$ cat src/rtl/control_pkg.sv
// Shared types and MIPS opcode/funct/REGIMM-rt constants for the control FSM and its decoder.
package control_pkg;

    typedef enum logic [2:0] {
        ST_FETCH  = 3'd0,
        ST_EXEC   = 3'd1,
        ST_MEM    = 3'd2,
        ST_MULDIV = 3'd3,
        ST_HALT   = 3'd4
    } state_t;

    typedef enum logic [4:0] {
        ALU_ADD, ALU_SUB, ALU_AND, ALU_OR, ALU_XOR, ALU_NOR,
        ALU_SLL, ALU_SRL, ALU_SRA, ALU_SLT, ALU_SLTU, ALU_LUI, ALU_PASS,
        ALU_MULT, ALU_MULTU, ALU_DIV, ALU_DIVU
    } alu_op_t;

    typedef struct packed {
        logic reg_dst;
        logic alu_src;
        logic mem_read;
        logic mem_to_reg;
        logic mem_write;
        logic reg_write;
        logic r31;
        logic shamt;
    } ctrl_t;

    typedef enum logic [2:0] {
        CLS_ALU, CLS_MEM, CLS_MULDIV, CLS_JR, CLS_ILLEGAL
    } cls_t;

    localparam logic [5:0] OP_RTYPE = 6'h00, OP_REGIMM = 6'h01, OP_J    = 6'h02, OP_JAL   = 6'h03;
    localparam logic [5:0] OP_BEQ   = 6'h04, OP_BNE    = 6'h05, OP_BLEZ = 6'h06, OP_BGTZ  = 6'h07;
    localparam logic [5:0] OP_ADDI  = 6'h08, OP_ADDIU  = 6'h09, OP_SLTI = 6'h0A, OP_SLTIU = 6'h0B;
    localparam logic [5:0] OP_ANDI  = 6'h0C, OP_ORI    = 6'h0D, OP_XORI = 6'h0E, OP_LUI   = 6'h0F;
    localparam logic [5:0] OP_LW    = 6'h23, OP_SW     = 6'h2B;

    localparam logic [5:0] FN_SLL  = 6'h00, FN_SRL  = 6'h02, FN_SRA  = 6'h03, FN_SLLV  = 6'h04;
    localparam logic [5:0] FN_SRLV = 6'h06, FN_SRAV = 6'h07, FN_JR   = 6'h08, FN_JALR  = 6'h09;
    localparam logic [5:0] FN_MFHI = 6'h10, FN_MTHI = 6'h11, FN_MFLO = 6'h12, FN_MTLO  = 6'h13;
    localparam logic [5:0] FN_MULT = 6'h18, FN_MULTU = 6'h19, FN_DIV = 6'h1A, FN_DIVU  = 6'h1B;
    localparam logic [5:0] FN_ADD  = 6'h20, FN_ADDU = 6'h21, FN_SUB  = 6'h22, FN_SUBU  = 6'h23;
    localparam logic [5:0] FN_AND  = 6'h24, FN_OR   = 6'h25, FN_XOR  = 6'h26, FN_NOR   = 6'h27;
    localparam logic [5:0] FN_SLT  = 6'h2A, FN_SLTU = 6'h2B;

    localparam logic [4:0] RT_BLTZ = 5'h00, RT_BGEZ = 5'h01, RT_BLTZAL = 5'h10, RT_BGEZAL = 5'h11;

endpackage

$ cat src/rtl/control_decode.sv
// Combinational instruction decode: opcode/rt/funct to control bits, ALU op and instruction class.
module control_decode
    import control_pkg::*;
(
    input  logic [5:0] i_op,
    input  logic [4:0] i_rt,
    input  logic [5:0] i_funct,
    output ctrl_t      o_ctrl,
    output alu_op_t    o_alu,
    output cls_t       o_cls
);

    always_comb begin
        o_ctrl = '0;
        o_alu  = ALU_PASS;
        o_cls  = CLS_ALU;
        case (i_op)
            OP_RTYPE: begin
                o_ctrl.reg_dst   = 1'b1;
                o_ctrl.reg_write = 1'b1;
                case (i_funct)
                    FN_SLL:           begin o_alu = ALU_SLL; o_ctrl.shamt = 1'b1; end
                    FN_SRL:           begin o_alu = ALU_SRL; o_ctrl.shamt = 1'b1; end
                    FN_SRA:           begin o_alu = ALU_SRA; o_ctrl.shamt = 1'b1; end
                    FN_SLLV:          o_alu = ALU_SLL;
                    FN_SRLV:          o_alu = ALU_SRL;
                    FN_SRAV:          o_alu = ALU_SRA;
                    FN_JR:            begin o_ctrl = '0; o_cls = CLS_JR; end
                    FN_JALR:          o_cls = CLS_JR;
                    FN_MFHI, FN_MFLO: o_alu = ALU_PASS;
                    FN_MTHI, FN_MTLO: o_ctrl = '0;
                    FN_MULT:          begin o_ctrl = '0; o_cls = CLS_MULDIV; o_alu = ALU_MULT;  end
                    FN_MULTU:         begin o_ctrl = '0; o_cls = CLS_MULDIV; o_alu = ALU_MULTU; end
                    FN_DIV:           begin o_ctrl = '0; o_cls = CLS_MULDIV; o_alu = ALU_DIV;   end
                    FN_DIVU:          begin o_ctrl = '0; o_cls = CLS_MULDIV; o_alu = ALU_DIVU;  end
                    FN_ADD, FN_ADDU:  o_alu = ALU_ADD;
                    FN_SUB, FN_SUBU:  o_alu = ALU_SUB;
                    FN_AND:           o_alu = ALU_AND;
                    FN_OR:            o_alu = ALU_OR;
                    FN_XOR:           o_alu = ALU_XOR;
                    FN_NOR:           o_alu = ALU_NOR;
                    FN_SLT:           o_alu = ALU_SLT;
                    FN_SLTU:          o_alu = ALU_SLTU;
                    default:          begin o_ctrl = '0; o_cls = CLS_ILLEGAL; end
                endcase
            end
            OP_REGIMM: begin
                case (i_rt)
                    RT_BLTZ, RT_BGEZ:     o_alu = ALU_SUB;
                    RT_BLTZAL, RT_BGEZAL: begin
                        o_alu = ALU_SUB; o_ctrl.reg_write = 1'b1; o_ctrl.r31 = 1'b1;
                    end
                    default:              o_cls = CLS_ILLEGAL;
                endcase
            end
            OP_J:    o_alu = ALU_PASS;
            OP_JAL:  begin o_ctrl.reg_write = 1'b1; o_ctrl.r31 = 1'b1; end
            OP_BEQ, OP_BNE, OP_BLEZ, OP_BGTZ: o_alu = ALU_SUB;
            OP_ADDI, OP_ADDIU, OP_SLTI, OP_SLTIU, OP_ANDI, OP_ORI, OP_XORI, OP_LUI: begin
                o_ctrl.alu_src   = 1'b1;
                o_ctrl.reg_write = 1'b1;
                case (i_op)
                    OP_SLTI:  o_alu = ALU_SLT;
                    OP_SLTIU: o_alu = ALU_SLTU;
                    OP_ANDI:  o_alu = ALU_AND;
                    OP_ORI:   o_alu = ALU_OR;
                    OP_XORI:  o_alu = ALU_XOR;
                    OP_LUI:   o_alu = ALU_LUI;
                    default:  o_alu = ALU_ADD;
                endcase
            end
            OP_LW: begin
                o_cls = CLS_MEM; o_alu = ALU_ADD;
                o_ctrl.alu_src = 1'b1; o_ctrl.mem_read = 1'b1;
                o_ctrl.mem_to_reg = 1'b1; o_ctrl.reg_write = 1'b1;
            end
            OP_SW: begin
                o_cls = CLS_MEM; o_alu = ALU_ADD;
                o_ctrl.alu_src = 1'b1; o_ctrl.mem_write = 1'b1;
            end
            default: o_cls = CLS_ILLEGAL;
        endcase
    end

endmodule

$ cat src/rtl/control_fsm.sv
// Multi-cycle MIPS control FSM (FETCH/EXEC/MEM/MULDIV/HALT).
// Define CONTROL_FSM_ILLEGAL_TRAP_EN to trap unknown instructions into HALT with a sticky illegal flag.
module control_fsm
    import control_pkg::*;
#(
    parameter int MULT_LAT = 8,
    parameter int DIV_LAT  = 32
)(
    input  logic        clk,
    input  logic        rst_n,
    input  logic [31:0] instr,
    input  logic        instr_valid,
    input  logic        mem_wait,
    input  logic        halt_req,
    output logic [2:0]  state_o,
    output logic        fetch_en,
    output logic        pc_we,
    output ctrl_t       ctrl_o,
    output alu_op_t     alu_op,
    output logic        muldiv_start,
    output logic        active,
    output logic        illegal
);

    state_t      r_state, w_state_nxt;
    logic [31:0] r_ir;
    logic [5:0]  r_cnt, w_cnt_nxt;
    ctrl_t       w_dctrl;
    alu_op_t     w_dalu;
    cls_t        w_cls;
    logic        w_set_illegal;
    logic        w_unused_ir;

    // rs/rd/immediate fields belong to the datapath; the controller ignores them.
    assign w_unused_ir = ^{r_ir[25:21], r_ir[15:6]};

    control_decode u_decode (
        .i_op    (r_ir[31:26]),
        .i_rt    (r_ir[20:16]),
        .i_funct (r_ir[5:0]),
        .o_ctrl  (w_dctrl),
        .o_alu   (w_dalu),
        .o_cls   (w_cls)
    );

    always_comb begin
        w_state_nxt   = r_state;
        w_cnt_nxt     = r_cnt;
        w_set_illegal = 1'b0;
        fetch_en      = 1'b0;
        pc_we         = 1'b0;
        ctrl_o        = '0;
        alu_op        = ALU_PASS;
        muldiv_start  = 1'b0;
        case (r_state)
            ST_FETCH: begin
                // Held low through reset so the first request follows deassertion.
                fetch_en = rst_n;
                if (instr_valid) w_state_nxt = ST_EXEC;
            end
            ST_EXEC: begin
                case (w_cls)
                    CLS_MEM: begin
                        ctrl_o            = w_dctrl;
                        ctrl_o.mem_read   = 1'b0;
                        ctrl_o.mem_to_reg = 1'b0;
                        ctrl_o.mem_write  = 1'b0;
                        ctrl_o.reg_write  = 1'b0;
                        alu_op            = w_dalu;
                        w_state_nxt       = ST_MEM;
                    end
                    CLS_MULDIV: begin
                        muldiv_start = 1'b1;
                        alu_op       = w_dalu;
                        w_cnt_nxt    = (w_dalu == ALU_DIV || w_dalu == ALU_DIVU) ?
                                       6'(DIV_LAT - 1) : 6'(MULT_LAT - 1);
                        w_state_nxt  = ST_MULDIV;
                    end
                    CLS_JR: begin
                        if (halt_req) begin
                            w_state_nxt = ST_HALT;
                        end else begin
                            ctrl_o      = w_dctrl;
                            alu_op      = w_dalu;
                            pc_we       = 1'b1;
                            w_state_nxt = ST_FETCH;
                        end
                    end
                    CLS_ILLEGAL: begin
`ifdef CONTROL_FSM_ILLEGAL_TRAP_EN
                        w_set_illegal = 1'b1;
                        w_state_nxt   = ST_HALT;
`else
                        pc_we         = 1'b1;
                        w_state_nxt   = ST_FETCH;
`endif
                    end
                    default: begin
                        ctrl_o      = w_dctrl;
                        alu_op      = w_dalu;
                        pc_we       = 1'b1;
                        w_state_nxt = ST_FETCH;
                    end
                endcase
            end
            ST_MEM: begin
                ctrl_o           = w_dctrl;
                ctrl_o.reg_write = w_dctrl.reg_write & ~mem_wait;
                alu_op           = w_dalu;
                if (!mem_wait) begin
                    pc_we       = 1'b1;
                    w_state_nxt = ST_FETCH;
                end
            end
            ST_MULDIV: begin
                if (r_cnt == 6'd0) begin
                    pc_we       = 1'b1;
                    w_state_nxt = ST_FETCH;
                end else begin
                    w_cnt_nxt = r_cnt - 6'd1;
                end
            end
            ST_HALT: w_state_nxt = ST_HALT;
            default: w_state_nxt = ST_FETCH;
        endcase
    end

    always_ff @(posedge clk or negedge rst_n) begin
        if (!rst_n) begin
            r_state <= ST_FETCH;
            r_ir    <= '0;
            r_cnt   <= '0;
        end else begin
            r_state <= w_state_nxt;
            r_cnt   <= w_cnt_nxt;
            if (r_state == ST_FETCH && instr_valid) r_ir <= instr;
        end
    end

`ifdef CONTROL_FSM_ILLEGAL_TRAP_EN
    logic r_illegal;
    always_ff @(posedge clk or negedge rst_n) begin
        if (!rst_n)             r_illegal <= 1'b0;
        else if (w_set_illegal) r_illegal <= 1'b1;
    end
    assign illegal = r_illegal;
`else
    logic w_unused_illegal;
    assign w_unused_illegal = w_set_illegal;
    assign illegal          = 1'b0;
`endif

    assign state_o = r_state;
    assign active  = (r_state != ST_HALT);

endmodule

$ cat config.mk
export PLATFORM = sky130hd
export DESIGN_NAME = control_fsm
export DESIGN_NICKNAME = d
export VERILOG_FILES = /design/src/rtl/control_pkg.sv /design/src/rtl/control_decode.sv /design/src/rtl/control_fsm.sv
export SDC_FILE = /design/constraint.sdc
export NUM_CORES = 1
export LEC_CHECK = 0
export CAP_MARGIN = 15
export CORE_UTILIZATION = 44
export CTS_BUF_LIST = sky130_fd_sc_hd__clkbuf_16
export CTS_CLUSTER_SIZE = 12
export DETAILED_ROUTE_END_ITERATION = 8
export GPL_ROUTABILITY_DRIVEN = 0
export GPL_TIMING_DRIVEN = 1
export PLACE_DENSITY = 0.82
export REMOVE_ABC_BUFFERS = 1
export SKIP_CTS_REPAIR_TIMING = 1
export SYNTH_ARGS = -nofsm -noshare
export SYNTH_HDL_FRONTEND = slang
export SYNTH_SLANG_ARGS = --single-unit
$ cat constraint.sdc
create_clock -name clk -period 4.5 [get_ports clk]
set_input_delay 1.125 -clock clk [delete_from_list [all_inputs] [get_ports clk]]
set_output_delay 1.125 -clock clk [all_outputs]
set_load 0.1 [all_outputs]
==> run summary <==
vias in the first global route: 1,740
ys async rst share: 100%
clock latency on the worst-skew pair: 260 ps
Clk pwr share: 12.3%
Worst Tran Pin Value: 958 ps
RSZ-0062 raised after global routing: false
GRT Total Usage: 20.8%
most frequent cells after synthesis: dfrtp_1, nand2_1, nor2_1
Avg WL per Cell: 15.4 µm
Int Power: 0.780 mW
Port Buf Inserts: 40
endpoints failing setup: 0
Min Hold Slack: 501 ps
dpl ws: 619 ps
Primary FF master, synth: dfrtp_1
Clock Tree Root: clkbuf_16
Initial Util: 46.2%
Hold Startpoint: r_ir[17]
Post-synth EDFFs: 0
initial antenna violation count: 0
Worst EP arrival: 2830 ps
Tmin final: 3950 ps
largest cells by area after synthesis: dfrtp_1, mux2_2, a21oi_1
Flop pwr share: 32.5%
H-tree depth: 1
largest net degree at the start of global routing: 26
grt ovf: 0
syn avg cell area: 8.53 µm²
die area: 0.00491 mm²
Antenna diodes: 0
Critical R2R Launch: r_ir[31]
clock-pin slew of the registers on the worst-case setup and hold paths: 60 ps
Tcrit/Tclk final: 87.9%
Core Area: 0.00441 mm²
crit-path leading delay family: compound AO/OA/AOI/OAI gates
register area: 626 µm²
# DRC: 0
WHS Path Cells: 1
Buf/Inv on CP: 2
CTS tree: done
register area share after synthesis: 30.7%
vias per inst: 5.95
DRT iter0 DRCs: 201
placement-stage cell area: 0.00241 mm²
register-to-register setup slack: 2150 ps
die width: 70.1 µm
first-pass GRT wire length: 8290 µm
skew final: 4.75 ps
Cell Chain, Critical Path: inv_2, or4_1, a21o_1, a21oi_1, o211ai_1, a2111oi_2, buf_12
critical path's slowest cell: dfrtp_1
number of core rows: 24
switching power: 0.819 mW
Yosys top cell by area: dfrtp_1
Die Ht: 70.1 µm
Filler cells: 413
worst min path class: reg2reg
Mapped Area: 0.00204 mm²
Final #Nets: 306
reg2reg path depth: 7
PwrDens: 642 mW/mm²
worst r2r dst: r_cnt[3]
Gate Count Post-Synth: 239
Slew headroom: 36.0%
switching portion of total power: 51.2%
Final Max Slew Viols: 0
Worst Path Required: 3380 ps
Critical Path Start Type: register
Yosys top cell area share: 30.7%
ANT nets after route: 0
count leader, synth: dfrtp_1
Final Cell Area: 0.00249 mm²
Hold Vio Cnt, Final: 0
half-perimeter wire length after placement: 3530 µm
DRT Wirelength: 4880 µm
maximum capacitance violations: 0
Sink Count: 25
multi-input combinational cell area: 0.00124 mm²
Setup CP Type: reg2out
leak pwr: 1.01 nW
final worst slack: 545 ps
top-level I/O count: 58
1st-pass router iterations: 4
vias: 1,892
combinational group share of total power: 55.2%
number of synthesized register bits: 25
CTS max path bufs: 2
Yosys cell types: 69
WHS Endpoint: r_ir[17]
TritonCTS buffer count: 3
Ys Warns: 0
achievable clock frequency: 0.253 GHz
layout cells sized above 1: 16.9%
Syn-to-layout area delta: 22.1%
run status: finished, final reports clean
endpoint type of the worst setup path: output port
slowest stage delay, CP: 630 ps
crit-path max FO: 14
worst vdd ir: 0.326 mV
## through the flow
step	TNS, ps	std cells	utilization [%]	total power, mW
2_1_floorplan	-8210	221	-	1.14
3_3_place_gp	0	314	54.6	1.36
3_5_place_dp	0	314	54.6	1.39
4_1_cts	0	318	56.4	1.59
5_1_grt	0	318	56.4	1.71
6_report	0	318	56.4	1.60
## kinds of logic (layout without fill, tap and decap cells)
| kind of cell | Yosys count | count (layout) | share of synthesized area (%) |
|---|---|---|---|
| AO/OA/AOI/OAI | 67 | 67 | 22.1 |
| XOR/XNOR | 3 | 3 | 1.29 |
| adder cells (fa/ha/maj) | 2 | 2 | 1.23 |
| buffers and inverters | 30 | 57 | 8.34 |
| flip-flops | 25 | 25 | 30.7 |
| multiplexers | 12 | 12 | 6.56 |
| other | 1 | 1 | 0.184 |
| AND/OR/NAND/NOR | 99 | 99 | 29.6 |
## layer usage
| layer | up-vias | track usage, % | wire [µm] |
|---|---|---|---|
| met5 | - | 0 | 0 |
| met4 | 0 | 6.00 | 53 |
| met3 | 6 | 2.45 | 237 |
| met2 | 77 | 33.5 | 2300 |
| met1 | 883 | 29.5 | 2290 |
| li1 | 926 | - | - |
## power by group through the flow
stage          logic, mW  clock network, mW  registers [mW]
4_1_cts            0.879              0.202           0.513
5_1_grt            0.956              0.212           0.541
6_report           0.882              0.197           0.519
3_3_place_gp       0.852                  0           0.511
2_1_floorplan      0.635                  0           0.508
3_5_place_dp       0.872                  0           0.516
## worst max path at each step
stage	to	from	cells past startpoint	slack [ps]
floorplan	ctrl_o[4]	state_o[1]	2	-3630
global route	alu_op[3]	r_ir[31]	7	380
global placement	ctrl_o[0]	halt_req	5	650
CTS	ctrl_o[0]	r_ir[5]	7	610
detailed placement	ctrl_o[0]	halt_req	5	620
finish	ctrl_o[0]	r_ir[5]	7	550
## state kept, by name, summed over array words and instances (netlist names)
signal,cells
r_ir,16
r_cnt,6
state_o,3
## cell type report
type,count,share of cell area [%]
clock buffers,3,3.02
repair buffers,41,17.3
multi-input cells,184,49.9
flip-flops and latches,25,25.1
well taps,52,2.61
clock inverters,1,0.151
inverters,12,1.86
## layout by cell type, fill, tap and decap left out, types with 2 or more instances in the layout
| master | count |
|---|---|
| a211oi_1 | 2 |
| nand4_1 | 2 |
| nor3b_1 | 2 |
| nand3b_1 | 4 |
| o32ai_1 | 4 |
| nor4_2 | 2 |
| mux2_2 | 11 |
| buf_12 | 5 |
| a21boi_0 | 2 |
| a21oi_1 | 16 |
| o21ai_0 | 15 |
| nand3_1 | 5 |
| nor2_1 | 18 |
| nand2_1 | 21 |
| clkdlybuf4s50_1 | 24 |
| buf_4 | 12 |
| o21ai_1 | 2 |
| a31oi_1 | 5 |
| ha_1 | 2 |
| xor2_1 | 2 |
| clkbuf_16 | 3 |
| nand2b_1 | 6 |
| and3b_1 | 2 |
| and2_1 | 4 |
| dfrtp_1 | 25 |
| nor3_1 | 8 |
| inv_1 | 11 |
| nor2b_1 | 4 |
| o21a_1 | 3 |
| or3_1 | 4 |
| nand4b_1 | 2 |
| o211ai_1 | 2 |
(Power assumes the default switching activity.)
